[src/rtl/joybus_poll_host_if.sv]
// rtl/joybus_poll_host_if.sv - command/response bundle between a client and the JOYBUS poll host
interface joybus_poll_host_if #(
    parameter int MAX_TX_BYTES = 3,
    parameter int MAX_RX_BYTES = 4
);
    localparam int TXL_W = $clog2(MAX_TX_BYTES + 1);
    localparam int RXL_W = $clog2(MAX_RX_BYTES + 1);

    logic                      start;
    logic [TXL_W-1:0]          tx_len;
    logic [RXL_W-1:0]          rx_len;
    logic [8*MAX_TX_BYTES-1:0] tx_data;
    logic                      busy;
    logic                      done;
    logic                      timeout_err;
    logic [8*MAX_RX_BYTES-1:0] rx_data;
    logic [RXL_W-1:0]          rx_count;

    modport master (
        output start, tx_len, rx_len, tx_data,
        input  busy, done, timeout_err, rx_data, rx_count
    );

    modport slave (
        input  start, tx_len, rx_len, tx_data,
        output busy, done, timeout_err, rx_data, rx_count
    );
endinterface

[src/rtl/joybus_poll_host.sv]
// rtl/joybus_poll_host.sv - JOYBUS host: sends a command, then decodes the device response
module joybus_poll_host #(
    parameter int US_CYCLES    = 50,
    parameter int MAX_TX_BYTES = 3,
    parameter int MAX_RX_BYTES = 4,
    parameter int TIMEOUT_US   = 100
) (
    input  logic               clk,
    input  logic               rst,
    joybus_poll_host_if.slave  bus,
    input  logic               jb_in,
    output logic               jb_drive_low
);
    localparam int TXL_W   = $clog2(MAX_TX_BYTES + 1);
    localparam int RXL_W   = $clog2(MAX_RX_BYTES + 1);
    localparam int TX_BITS = 8 * MAX_TX_BYTES;
    localparam int TXB_W   = $clog2(TX_BITS + 1);
    localparam int RXB_W   = $clog2(8 * MAX_RX_BYTES + 1);
    localparam int TO_CYC  = TIMEOUT_US * US_CYCLES;
    localparam int CNT_W   = $clog2(4 * US_CYCLES + 1);
    localparam int TMR_W   = $clog2(TO_CYC + 1);

    typedef enum logic [2:0] {
        IDLE, TX_LOW, TX_HIGH, TX_STOP, RX_WAIT, RX_SAMPLE, RX_STOP, FINISH
    } state_t;

    state_t                    state;
    logic                      sync1, sync2, line_d;
    logic [TX_BITS-1:0]        tx_seq;
    logic [TXB_W-1:0]          tx_left;
    logic [RXL_W-1:0]          rx_len_q;
    logic [RXB_W-1:0]          rx_bits;
    logic [6:0]                rx_shift;
    logic [CNT_W-1:0]          cnt;
    logic [TMR_W-1:0]          tmr;
    logic                      sampled, seen_fall;
    logic                      busy_q, done_q, tmo_q;
    logic [8*MAX_RX_BYTES-1:0] rx_data_q;
    logic [RXL_W-1:0]          rx_count_q;

    assign bus.busy        = busy_q;
    assign bus.done        = done_q;
    assign bus.timeout_err = tmo_q;
    assign bus.rx_data     = rx_data_q;
    assign bus.rx_count    = rx_count_q;

    logic             cur_bit, level_same, fall, rise, rx_timeout, start_ok;
    logic [CNT_W-1:0] low_end, high_end;
    logic [RXB_W-1:0] rx_target;
    logic [7:0]       new_byte;
    logic [31:0]      tx_len_w, rx_len_w;

    // Transmit bits are pre-ordered on accept so the current bit is always the top one.
    assign cur_bit    = tx_seq[TX_BITS-1];
    assign low_end    = cur_bit ? CNT_W'(US_CYCLES - 1) : CNT_W'(3 * US_CYCLES - 1);
    assign high_end   = cur_bit ? CNT_W'(3 * US_CYCLES - 1) : CNT_W'(US_CYCLES - 1);
    assign level_same = (sync2 == line_d);
    assign fall       = line_d & ~sync2;
    assign rise       = ~line_d & sync2;
    assign rx_timeout = level_same && (tmr == TMR_W'(TO_CYC - 1)) &&
                        (!sync2 || state == RX_WAIT || state == RX_STOP);
    assign rx_target  = RXB_W'({rx_len_q, 3'b000});
    assign new_byte   = {rx_shift, sync2};
    assign tx_len_w   = 32'(bus.tx_len);
    assign rx_len_w   = 32'(bus.rx_len);
    assign start_ok   = bus.start && (tx_len_w != 0) &&
                        (tx_len_w <= 32'(MAX_TX_BYTES)) && (rx_len_w <= 32'(MAX_RX_BYTES));

    always_ff @(posedge clk) begin
        if (rst) begin
            state        <= IDLE;
            sync1        <= 1'b1;
            sync2        <= 1'b1;
            line_d       <= 1'b1;
            jb_drive_low <= 1'b0;
            busy_q       <= 1'b0;
            done_q       <= 1'b0;
            tmo_q        <= 1'b0;
            rx_data_q    <= '0;
            rx_count_q   <= '0;
            tx_seq       <= '0;
            tx_left      <= '0;
            rx_len_q     <= '0;
            rx_bits      <= '0;
            rx_shift     <= '0;
            cnt          <= '0;
            tmr          <= '0;
            sampled      <= 1'b0;
            seen_fall    <= 1'b0;
        end else begin
            sync1  <= jb_in;
            sync2  <= sync1;
            line_d <= sync2;
            done_q <= 1'b0;
            // tmr holds (clocks spent at the current line level) - 1
            if (!level_same)
                tmr <= TMR_W'(1);
            else if (tmr != TMR_W'(TO_CYC))
                tmr <= tmr + 1'b1;

            case (state)
                IDLE: begin
                    if (start_ok) begin
                        state        <= TX_LOW;
                        busy_q       <= 1'b1;
                        jb_drive_low <= 1'b1;
                        cnt          <= '0;
                        tx_left      <= TXB_W'({bus.tx_len, 3'b000});
                        rx_len_q     <= bus.rx_len;
                        rx_bits      <= '0;
                        rx_data_q    <= '0;
                        rx_count_q   <= '0;
                        tmo_q        <= 1'b0;
                        for (int b = 0; b < MAX_TX_BYTES; b++)
                            for (int k = 0; k < 8; k++)
                                tx_seq[TX_BITS-1-8*b-k] <= bus.tx_data[8*b+7-k];
                    end
                end
                TX_LOW: begin
                    cnt <= cnt + 1'b1;
                    if (cnt == low_end) begin
                        state        <= TX_HIGH;
                        jb_drive_low <= 1'b0;
                        cnt          <= '0;
                    end
                end
                TX_HIGH: begin
                    cnt <= cnt + 1'b1;
                    if (cnt == high_end) begin
                        cnt          <= '0;
                        jb_drive_low <= 1'b1;
                        tx_left      <= tx_left - 1'b1;
                        tx_seq       <= tx_seq << 1;
                        state        <= (tx_left == TXB_W'(1)) ? TX_STOP : TX_LOW;
                    end
                end
                TX_STOP: begin
                    cnt <= cnt + 1'b1;
                    if (cnt == CNT_W'(US_CYCLES - 1))
                        jb_drive_low <= 1'b0;
                    if (cnt == CNT_W'(3 * US_CYCLES - 1)) begin
                        if (rx_len_q == '0) begin
                            state  <= FINISH;
                            done_q <= 1'b1;
                            busy_q <= 1'b0;
                        end else begin
                            state <= RX_WAIT;
                            tmr   <= '0;
                        end
                    end
                end
                RX_WAIT: begin
                    if (rx_timeout) begin
                        state  <= FINISH;
                        done_q <= 1'b1;
                        busy_q <= 1'b0;
                        tmo_q  <= 1'b1;
                    end else if (fall) begin
                        state   <= RX_SAMPLE;
                        cnt     <= '0;
                        sampled <= 1'b0;
                    end
                end
                RX_SAMPLE: begin
                    if (rx_timeout) begin
                        state  <= FINISH;
                        done_q <= 1'b1;
                        busy_q <= 1'b0;
                        tmo_q  <= 1'b1;
                    end else if (!sampled) begin
                        cnt <= cnt + 1'b1;
                        if (cnt == CNT_W'(2 * US_CYCLES - 1)) begin
                            sampled  <= 1'b1;
                            rx_shift <= new_byte[6:0];
                            rx_bits  <= rx_bits + 1'b1;
                            if (rx_bits[2:0] == 3'd7) begin
                                rx_count_q <= rx_count_q + 1'b1;
                                for (int b = 0; b < MAX_RX_BYTES; b++)
                                    if (rx_count_q == RXL_W'(b))
                                        rx_data_q[8*b +: 8] <= new_byte;
                            end
                        end
                    end else if (sync2) begin
                        // Re-arm edge detection only once the line has returned high.
                        sampled <= 1'b0;
                        if (rx_bits == rx_target) begin
                            state     <= RX_STOP;
                            seen_fall <= 1'b0;
                        end else begin
                            state <= RX_WAIT;
                            tmr   <= '0;
                        end
                    end
                end
                RX_STOP: begin
                    if (rx_timeout) begin
                        state  <= FINISH;
                        done_q <= 1'b1;
                        busy_q <= 1'b0;
                        tmo_q  <= 1'b1;
                    end else if (fall) begin
                        seen_fall <= 1'b1;
                    end else if (rise && seen_fall) begin
                        state  <= FINISH;
                        done_q <= 1'b1;
                        busy_q <= 1'b0;
                    end
                end
                FINISH: state <= IDLE;
                default: state <= IDLE;
            endcase
        end
    end
endmodule

[src/flat_wrapper.sv]
// flat-port wrapper written by rule: the top's interface ports become plain ports
module joybus_poll_host_flat 
#(
    parameter int US_CYCLES    = 50,
    parameter int MAX_TX_BYTES = 3,
    parameter int MAX_RX_BYTES = 4,
    parameter int TIMEOUT_US   = 100
)
  (clk, rst, jb_in, jb_drive_low, bus_start, bus_tx_len, bus_rx_len, bus_tx_data, bus_busy, bus_done, bus_timeout_err, bus_rx_data, bus_rx_count);
  joybus_poll_host_if #(.MAX_TX_BYTES(MAX_TX_BYTES), .MAX_RX_BYTES(MAX_RX_BYTES)) bus_i ();
  input  logic clk;
  input  logic rst;
  input  logic jb_in;
  output logic jb_drive_low;
  input wire logic [$bits(bus_i.start)-1:0] bus_start;
  input wire logic [$bits(bus_i.tx_len)-1:0] bus_tx_len;
  input wire logic [$bits(bus_i.rx_len)-1:0] bus_rx_len;
  input wire logic [$bits(bus_i.tx_data)-1:0] bus_tx_data;
  output wire logic [$bits(bus_i.busy)-1:0] bus_busy;
  output wire logic [$bits(bus_i.done)-1:0] bus_done;
  output wire logic [$bits(bus_i.timeout_err)-1:0] bus_timeout_err;
  output wire logic [$bits(bus_i.rx_data)-1:0] bus_rx_data;
  output wire logic [$bits(bus_i.rx_count)-1:0] bus_rx_count;
  assign bus_i.start = bus_start;
  assign bus_i.tx_len = bus_tx_len;
  assign bus_i.rx_len = bus_rx_len;
  assign bus_i.tx_data = bus_tx_data;
  assign bus_busy = bus_i.busy;
  assign bus_done = bus_i.done;
  assign bus_timeout_err = bus_i.timeout_err;
  assign bus_rx_data = bus_i.rx_data;
  assign bus_rx_count = bus_i.rx_count;
  joybus_poll_host #(.US_CYCLES(US_CYCLES), .MAX_TX_BYTES(MAX_TX_BYTES), .MAX_RX_BYTES(MAX_RX_BYTES), .TIMEOUT_US(TIMEOUT_US)) u_core (.clk(clk), .rst(rst), .bus(bus_i), .jb_in(jb_in), .jb_drive_low(jb_drive_low));
endmodule
[config.mk]
export PLATFORM = sky130hd
export DESIGN_NAME = joybus_poll_host_flat
export DESIGN_NICKNAME = d
export VERILOG_FILES = /design/src/rtl/joybus_poll_host_if.sv /design/src/rtl/joybus_poll_host.sv /design/src/flat_wrapper.sv
export SDC_FILE = /design/constraint.sdc
export NUM_CORES = 1
export LEC_CHECK = 0
export ABC_AREA = 1
export CAP_MARGIN = 20
export CORE_MARGIN = 1.5
export CORE_UTILIZATION = 50
export CTS_CLUSTER_DIAMETER = 30
export DETAILED_ROUTE_END_ITERATION = 10
export DONT_BUFFER_PORTS = 1
export GPL_TIMING_DRIVEN = 0
export MAX_ROUTING_LAYER = met4
export PLACE_DENSITY_LB_ADDON = 0.3
export SLEW_MARGIN = 5
export SYNTH_ARGS = -nofsm -noshare
export SYNTH_HDL_FRONTEND = slang
export SYNTH_SLANG_ARGS = --single-unit
[constraint.sdc]
create_clock -name clk -period 3.8 [get_ports clk]
set_input_delay 0.19 -clock clk [delete_from_list [all_inputs] [get_ports clk]]
set_output_delay 0.19 -clock clk [all_outputs]
set_load 0.02 [all_outputs]
==> results.md, run 1 <==
* Kind of start point of the critical path: flip-flop
* Clock slew seen by the registers of the worst setup and hold paths at 0.05 ns
* Synth Instances at 815
* Die Wd at 111 µm
* Post-route cell area at 6850 µm²
* Crit Path Max Fanout at 10
* Core area at 11400 µm²
* GRT overflow at 0
* Top-count cell post-synth: nand2_1
* Post-Syn Area at 5790 µm²
* Drt wl/cell at 13.7 µm
* Final min period at 2.09 ns
* RSZ-0062 raised after global routing: no
* Syn Nets at 864
* Number of global-route vias before repair at 4866
* Most frequent cells after synthesis: nand2_1 (188), nor2_1 (127), dfxtp_1 (113), inv_1 (64), nand4_1 (44)
* Hold Path End: u_core.tmr[2]
* First-pass GRT wire length at 23100 µm
* TritonCTS Buffers at 17
* Max frequency at 478 MHz
* Crit. End Element: flip-flop
* Root Buffer: clkbuf_16
* Min-Delay Path Class: input port to flip-flop
* Clock tree buffer depth at 2
* Main combinational cell family by area after synthesis: simple AND/OR/NAND/NOR gates
* H-tree levels at 4
* Post-DP Area at 5970 µm²
* HPWL after DPL at 9470 µm
* Skew final at 0.0108 ns
* Ys Warns at 0
* Top cell type by total area after synthesis: dfxtp_1
* Setup violations, final at 0
* Die height at 111 µm
* Non-filler cells, final at 1019
* Initial antenna violation count at 0
* Crit Path Class: flip-flop to flip-flop
* Die area at 12200 µm²
* Hold path cells at 3
* Gpl congestion at 0.901
* Largest net degree at the start of global routing at 17
* Nets at 914
* Total Neg Setup Slack at 0 ns
* Placed cells at 958
* Hold Vio Cnt, Final at 0
* Synth Area in Simple Gates at 0.348
* Gr usage total at 0.239
* Vias at 5377
* Worst Path Arrival at 2.43 ns
* DR WL met3 at 937 µm
* Reg2reg end: u_core.tx_seq[11]
* Hold path start: rst
* Synth top area share at 0.391
* Synth Area in XOR/XNOR at 0.0318
* # diodes at 0
* Lkg Pwr at 2.88 nW
* Reg2Reg Launch Point: u_core.cnt[0]
* Met1 wire length at 6460 µm
* CTS tree: yes
* Fin util at 0.602
* Reg-to-reg slack, setup at 1.71 ns
* Multiplexer share of the synthesized area at 0.00173
* Max-slew violations at 0
* Port Buffers at 0
* Status: finished, final reports clean
* Routed wl met2 at 6340 µm
* Worst r2r path cells at 10
* Syn_area_per_cell at 7.10 µm²
* Post-synth EDFFs at 0
* Hold_ws at 0.117 ns
* Initial Util at 0.509
* Slew @ Worst Pin at 0.657 ns
* VDD IR max at 492 µV
* FF+latch count, synth at 113
* Critical Path RT at 4.13 ns
* Area Growth Syn to Fin at 18.3%
* Top Metal Used: met4
* Synth Area in Adders at 0.0346
* FFs w/ async S/R, synth at 0
* # rows at 39
* Post-route ant nets at 0
* Clock Sinks at 113
* Layout cell share with drive strength beyond 1 at 0.106
* Final worst-path cycle share at 0.550
* Sequential share of the synthesized area at 0.391
* Initial DRC Count at 402
* Drt pass-1 iters at 5
* Drt total wl at 14000 µm
* Netlist cell types at 41
* IO Pins at 72
* Most used DFF post-synth: dfxtp_1
* Max_slew headroom at 0.562
* Vias per cell at 5.28
* Pwr Density at 623 nW/µm²
* Clock Latency Late Sink at 0.42 ns
* Synth top area cells: dfxtp_1 (39%), nand2_1 (12%), nor2_1 (8.2%), nand4_1 (4.8%), inv_1 (4.2%)
* DRC viols at 0
* Complex-gate fraction of the synthesized area at 0.110
* Max cap viols at 0
==> per-layer routing <==
metal | GRT usage | vias to the layer above
met5 | - | -
met4 | 0.0863 | 0
met3 | 0.0653 | 21
met2 | 0.366 | 182
met1 | 0.303 | 2416
li1 | - | 2758
==> how the worst max path moves through the flow <==
stage                        from                end  slack [ns]  depth (start not counted)
floorplan            u_core.sync2  u_core.rx_bits[1]        2.09                          9
global placement     u_core.sync2     u_core.tmr[12]        1.78                         10
detailed placement   u_core.sync2     u_core.tmr[12]        1.75                         10
CTS                  u_core.sync2      u_core.tmr[9]        1.74                         10
global route         u_core.sync2      u_core.tmr[4]        1.54                         10
finish              u_core.cnt[0]  u_core.tx_seq[11]        1.71                         10
==> worst max-delay path: stages, from the launching register on <==
cell      delay (ns)
dfxtp_1         0.41
ha_1            0.18
inv_1           0.04
nor2_1          0.21
nand3_1         0.13
nor2_1          0.14
nand3_1         0.09
nand2_1         0.11
clkbuf_1        0.33
o21ai_0         0.17
a31oi_1         0.20
==> registers in the layout, summed over array words and instances (netlist names) <==
register                count
u_core.bus.busy             1
u_core.bus.done             1
u_core.bus.rx_count         3
u_core.bus.rx_data         32
u_core.bus.timeout_err      1
u_core.cnt                  8
u_core.jb_drive_low         1
u_core.line_d               1
u_core.rx_bits              6
u_core.rx_len_q             3
u_core.rx_shift             7
u_core.sampled              1
u_core.seen_fall            1
u_core.state                3
u_core.sync1                1
u_core.sync2                1
u_core.tmr                 13
u_core.tx_left              5
u_core.tx_seq              24
==> cells by family (layout without fill, tap and decap cells) <==
kind of cell	Yosys count	count (layout)
AOI/OAI and AO/OA	113	113
xor gates and xnor gates	21	21
adders and majority gates	16	16
buffers and inverters	109	170
DFF	113	113
muxes	1	1
and+or+nand+nor	442	442
==> cells in the final DEF, fill, tap and decap left out, types with 3 or more instances in the layout <==
| master | n |
|---|---|
| nand2_1 | 188 |
| nor2_1 | 127 |
| dfxtp_1 | 113 |
| inv_1 | 64 |
| nand4_1 | 44 |
| o21ai_0 | 42 |
| nand3_1 | 33 |
| dlygate4sd3_1 | 31 |
| a21oi_1 | 30 |
| a31oi_1 | 27 |
| nor2_2 | 17 |
| clkbuf_16 | 17 |
| xor2_1 | 16 |
| ha_1 | 16 |
| clkbuf_1 | 15 |
| nor3_1 | 12 |
| buf_2 | 9 |
| inv_2 | 6 |
| buf_4 | 6 |
| buf_6 | 5 |
| xnor2_1 | 5 |
| nand3_2 | 4 |
| buf_1 | 4 |
| nor2_8 | 4 |
| or2_2 | 4 |
| a21oi_2 | 4 |
| clkbuf_8 | 4 |
| clkinv_2 | 4 |
| nand2_2 | 3 |
| o21ai_1 | 3 |
==> repair_timing <==
| item | in CTS | in global routing |
|---|---|---|
| hold endpoints to repair | 32 | 0 |
| resized for setup | 0 | 0 |
| buffers inserted | 0 | 0 |
| hold buffers | 31 | 0 |
==> area by class of cell <==
| class | count | area, µm² |
|---|---|---|
| Buffer | 38 | 216 |
| Clock buffer | 24 | 492 |
| Clock inverter | 6 | 80.1 |
| Fill cell | 1057 | 4520 |
| Inverter | 71 | 267 |
| Multi-Input combinational cell | 593 | 3040 |
| Sequential cell | 113 | 2260 |
| Tap cell | 143 | 179 |
| Timing Repair Buffer | 31 | 310 |
==> stage by stage <==
| stage | total power, mW | setup WS, ns |
|---|---|---|
| after floorplan | 2.47 | 2.09 |
| after global placement | 2.69 | 1.78 |
| after detailed placement | 2.70 | 1.75 |
| after CTS | 4.27 | 1.74 |
| after global routing | 4.52 | 1.54 |
| final | 4.26 | 1.71 |
==> where the power goes <==
group | leakage [nW] | internal [mW] | switching, mW
combinational | 1.67 | 0.387 | 0.712
clock | 0.286 | 1.02 | 0.524
sequential | 0.921 | 1.38 | 0.243
total | 2.88 | 2.79 | 1.48
No activity file was read; power rests on OpenSTA's default activity.
==> inputs of run 2 (changes only) <==
==> constraint.sdc (replaced) <==
create_clock -name clk -period 1.7 [get_ports clk]
set_input_delay 0.085 -clock clk [delete_from_list [all_inputs] [get_ports clk]]
set_output_delay 0.085 -clock clk [all_outputs]
set_load 0.02 [all_outputs]
==> run 2 against run 1 <==
The flow now finishes with violations (negative setup slack); core utilization grew 10 points; clock power increased by 140%; combinational power increased to 3.2 times the previous value; via count increased by 9.2%; sequential share of layout area down 4.6 points; clock skew down 0.00086 ns; fmax is 12% higher; non-clock buffer count increased by 40; sequential power grew 130%; first-iteration DRC count grew 7.2%; clock-buffer cell count down 1; design area is 17% higher; critical endpoint is now u_core.tx_seq[14]; largest power group unchanged.
==> results.md, run 2 (synthesized netlist as in run 1, its figures left out) <==
* Status: finished, violations left
* Failing checks: negative setup slack
* H-tree levels at 4
* Vias per cell at 5.52
* Commonest non-fill, non-tap cells in the layout: nand2_1 (166), dfxtp_1 (102), nor2_1 (93), inv_1 (56), nand4_1 (44)
* Port Buffers at 0
* Initial antenna violation count at 0
* Vias at 5870
* Max_slew headroom at 0.450
* Top cell by count, worst path: inv_2
* First-pass GRT wire length at 24800 µm
* DRC viols at 0
* Max-slew violations at 0
* Hold_ws at 0.171 ns
* VDD IR max at 887 µV
* Worst Path Buf+Inv at 5
* Drt total wl at 16900 µm
* RSZ-0062 raised after global routing: yes
* Min-Delay Path Class: input port to flip-flop
* Crit Path Class: flip-flop to flip-flop
* Area Growth Syn to Fin at 38.9%
* Slew @ Worst Pin at 0.825 ns
* Final worst-path cycle share at 1.10
* Max FFs per register at 32
* Fin util at 0.707
* Clock slew seen by the registers of the worst setup and hold paths at 0.06 ns
* Initial DRC Count at 431
* Pwr Density at 1360 nW/µm²
* Die area at 12200 µm²
* CP max stage delay at 0.36 ns
* Top delay family on crit path: simple AND/OR/NAND/NOR gates
* TritonCTS Buffers at 17
* GRT overflow at 0
* Gr usage total at 0.255
* CTS tree: yes
* Commonest non-fill, non-tap cell in the layout: nand2_1
* Drt wl/cell at 15.9 µm
* Skew final at 0.00996 ns
* Crit. End Element: flip-flop
* Initial Util at 0.509
* Slowest-stage cell, CP: dfxtp_4
* Drt pass-1 iters at 5
* Lkg Pwr at 3.24 nW
* Max frequency at 534 MHz
* IO Pins at 72
* Setup violations, final at 99
* Post-route ant nets at 0
* Crit Path Max Fanout at 8
* Core area at 11400 µm²
* Die height at 111 µm
* Clock Latency Late Sink at 0.42 ns
* Worst Path Arrival at 2.16 ns
* # rows at 39
* # diodes at 0
* Clock Sinks at 113
* Layout cell share with drive strength beyond 1 at 0.293
* Hold Vio Cnt, Final at 0
* Design Power at 10.9 mW
* Final worst setup slack at -0.174 ns
* Root Buffer: clkbuf_16
* Clock tree buffer depth at 2
* Final min period at 1.87 ns
* Critical Path RT at 1.99 ns
* Gpl congestion at 0.885
* HPWL after DPL at 9420 µm
* Die Wd at 111 µm
* Number of global-route vias before repair at 5265
* CP Cell Sequence: inv_2, ha_4, inv_2, nor2_4, nand3_2, nor2_2, nand3_1, nand2_2, buf_8, buf_6, clkbuf_16, a31oi_1
* Largest net degree at the start of global routing at 17
* Kind of start point of the critical path: flip-flop
* Max cap viols at 0
* Nets at 957
## run 2: cell types whose count changed in the layout (fill, tap and decap cells not counted), sizes merged, moves of 2 or more
| cell | delta |
|---|---|
| clkbuf | +4 |
| nand2 | +2 |
| clkinvlp | +3 |
| buf | +35 |
## run 2: path summary, 6_finish.rpt
kind	start	endpoint	slack, ns	cells after the start
worst max-delay path	u_core.cnt[1]	u_core.tx_seq[14]	-0.17	12
worst min-delay path	rst	u_core.tmr[1]	0.17	4
worst max register to register	u_core.cnt[1]	u_core.tx_seq[14]	-0.17	12
worst min register to register	u_core.sync1	u_core.sync2	0.41	1
## run 2: final cells by class
| type | instances | area [µm²] |
|---|---|---|
| buffer | 36 | 283 |
| clock buffer | 23 | 488 |
| clock inverter | 9 | 129 |
| fill | 855 | 3330 |
| inverter | 71 | 274 |
| multi-input combinational | 596 | 3680 |
| sequential | 113 | 2280 |
| tap | 143 | 179 |
| timing repair buffer | 73 | 719 |
## run 2: layer usage
layer / up-vias / GRT usage / wire, µm
met2: 219 / 0.406 / 8360
li1: 2865 / - / -
met1: 2752 / 0.314 / 7040
met5: - / - / 0
met4: 0 / 0.0897 / 367
met3: 34 / 0.0675 / 1110
## run 2: repair_timing
item                                    CTS  global route
endpoints found under the setup margin  104           102
cloned                                    5             7
hold buffers                             31             0
gates resized for setup                  63           179
pin swaps                                14            38
buffers inserted                         10            23
hold endpoints to repair                 32             0
## run 2: metrics by stage
step / std cells / cell area [µm²] / setup TNS, ns / setup WS (ns)
floorplan: 815 / 5800 / 0 / 0.0209
global placement: 958 / 5980 / -21.50 / -0.274
detailed placement: 958 / 5980 / -22.89 / -0.298
CTS: 1036 / 7240 / -4.58 / -0.122
global route: 1064 / 8040 / -19.23 / -0.247
finish: 1064 / 8040 / -10.82 / -0.174
## run 2: where the power goes
part / total, mW / switching (mW) / internal, mW
Clock: 3.69 / 1.24 / 2.45
Combinational: 3.55 / 2.12 / 1.43
Sequential: 3.70 / 0.608 / 3.10
## run 2: worst min-delay path, stage by stage
cell and delay [ns]:
inv_1 0.13, nand3_4 0.18, buf_6 0.13, nor2_2 0.03
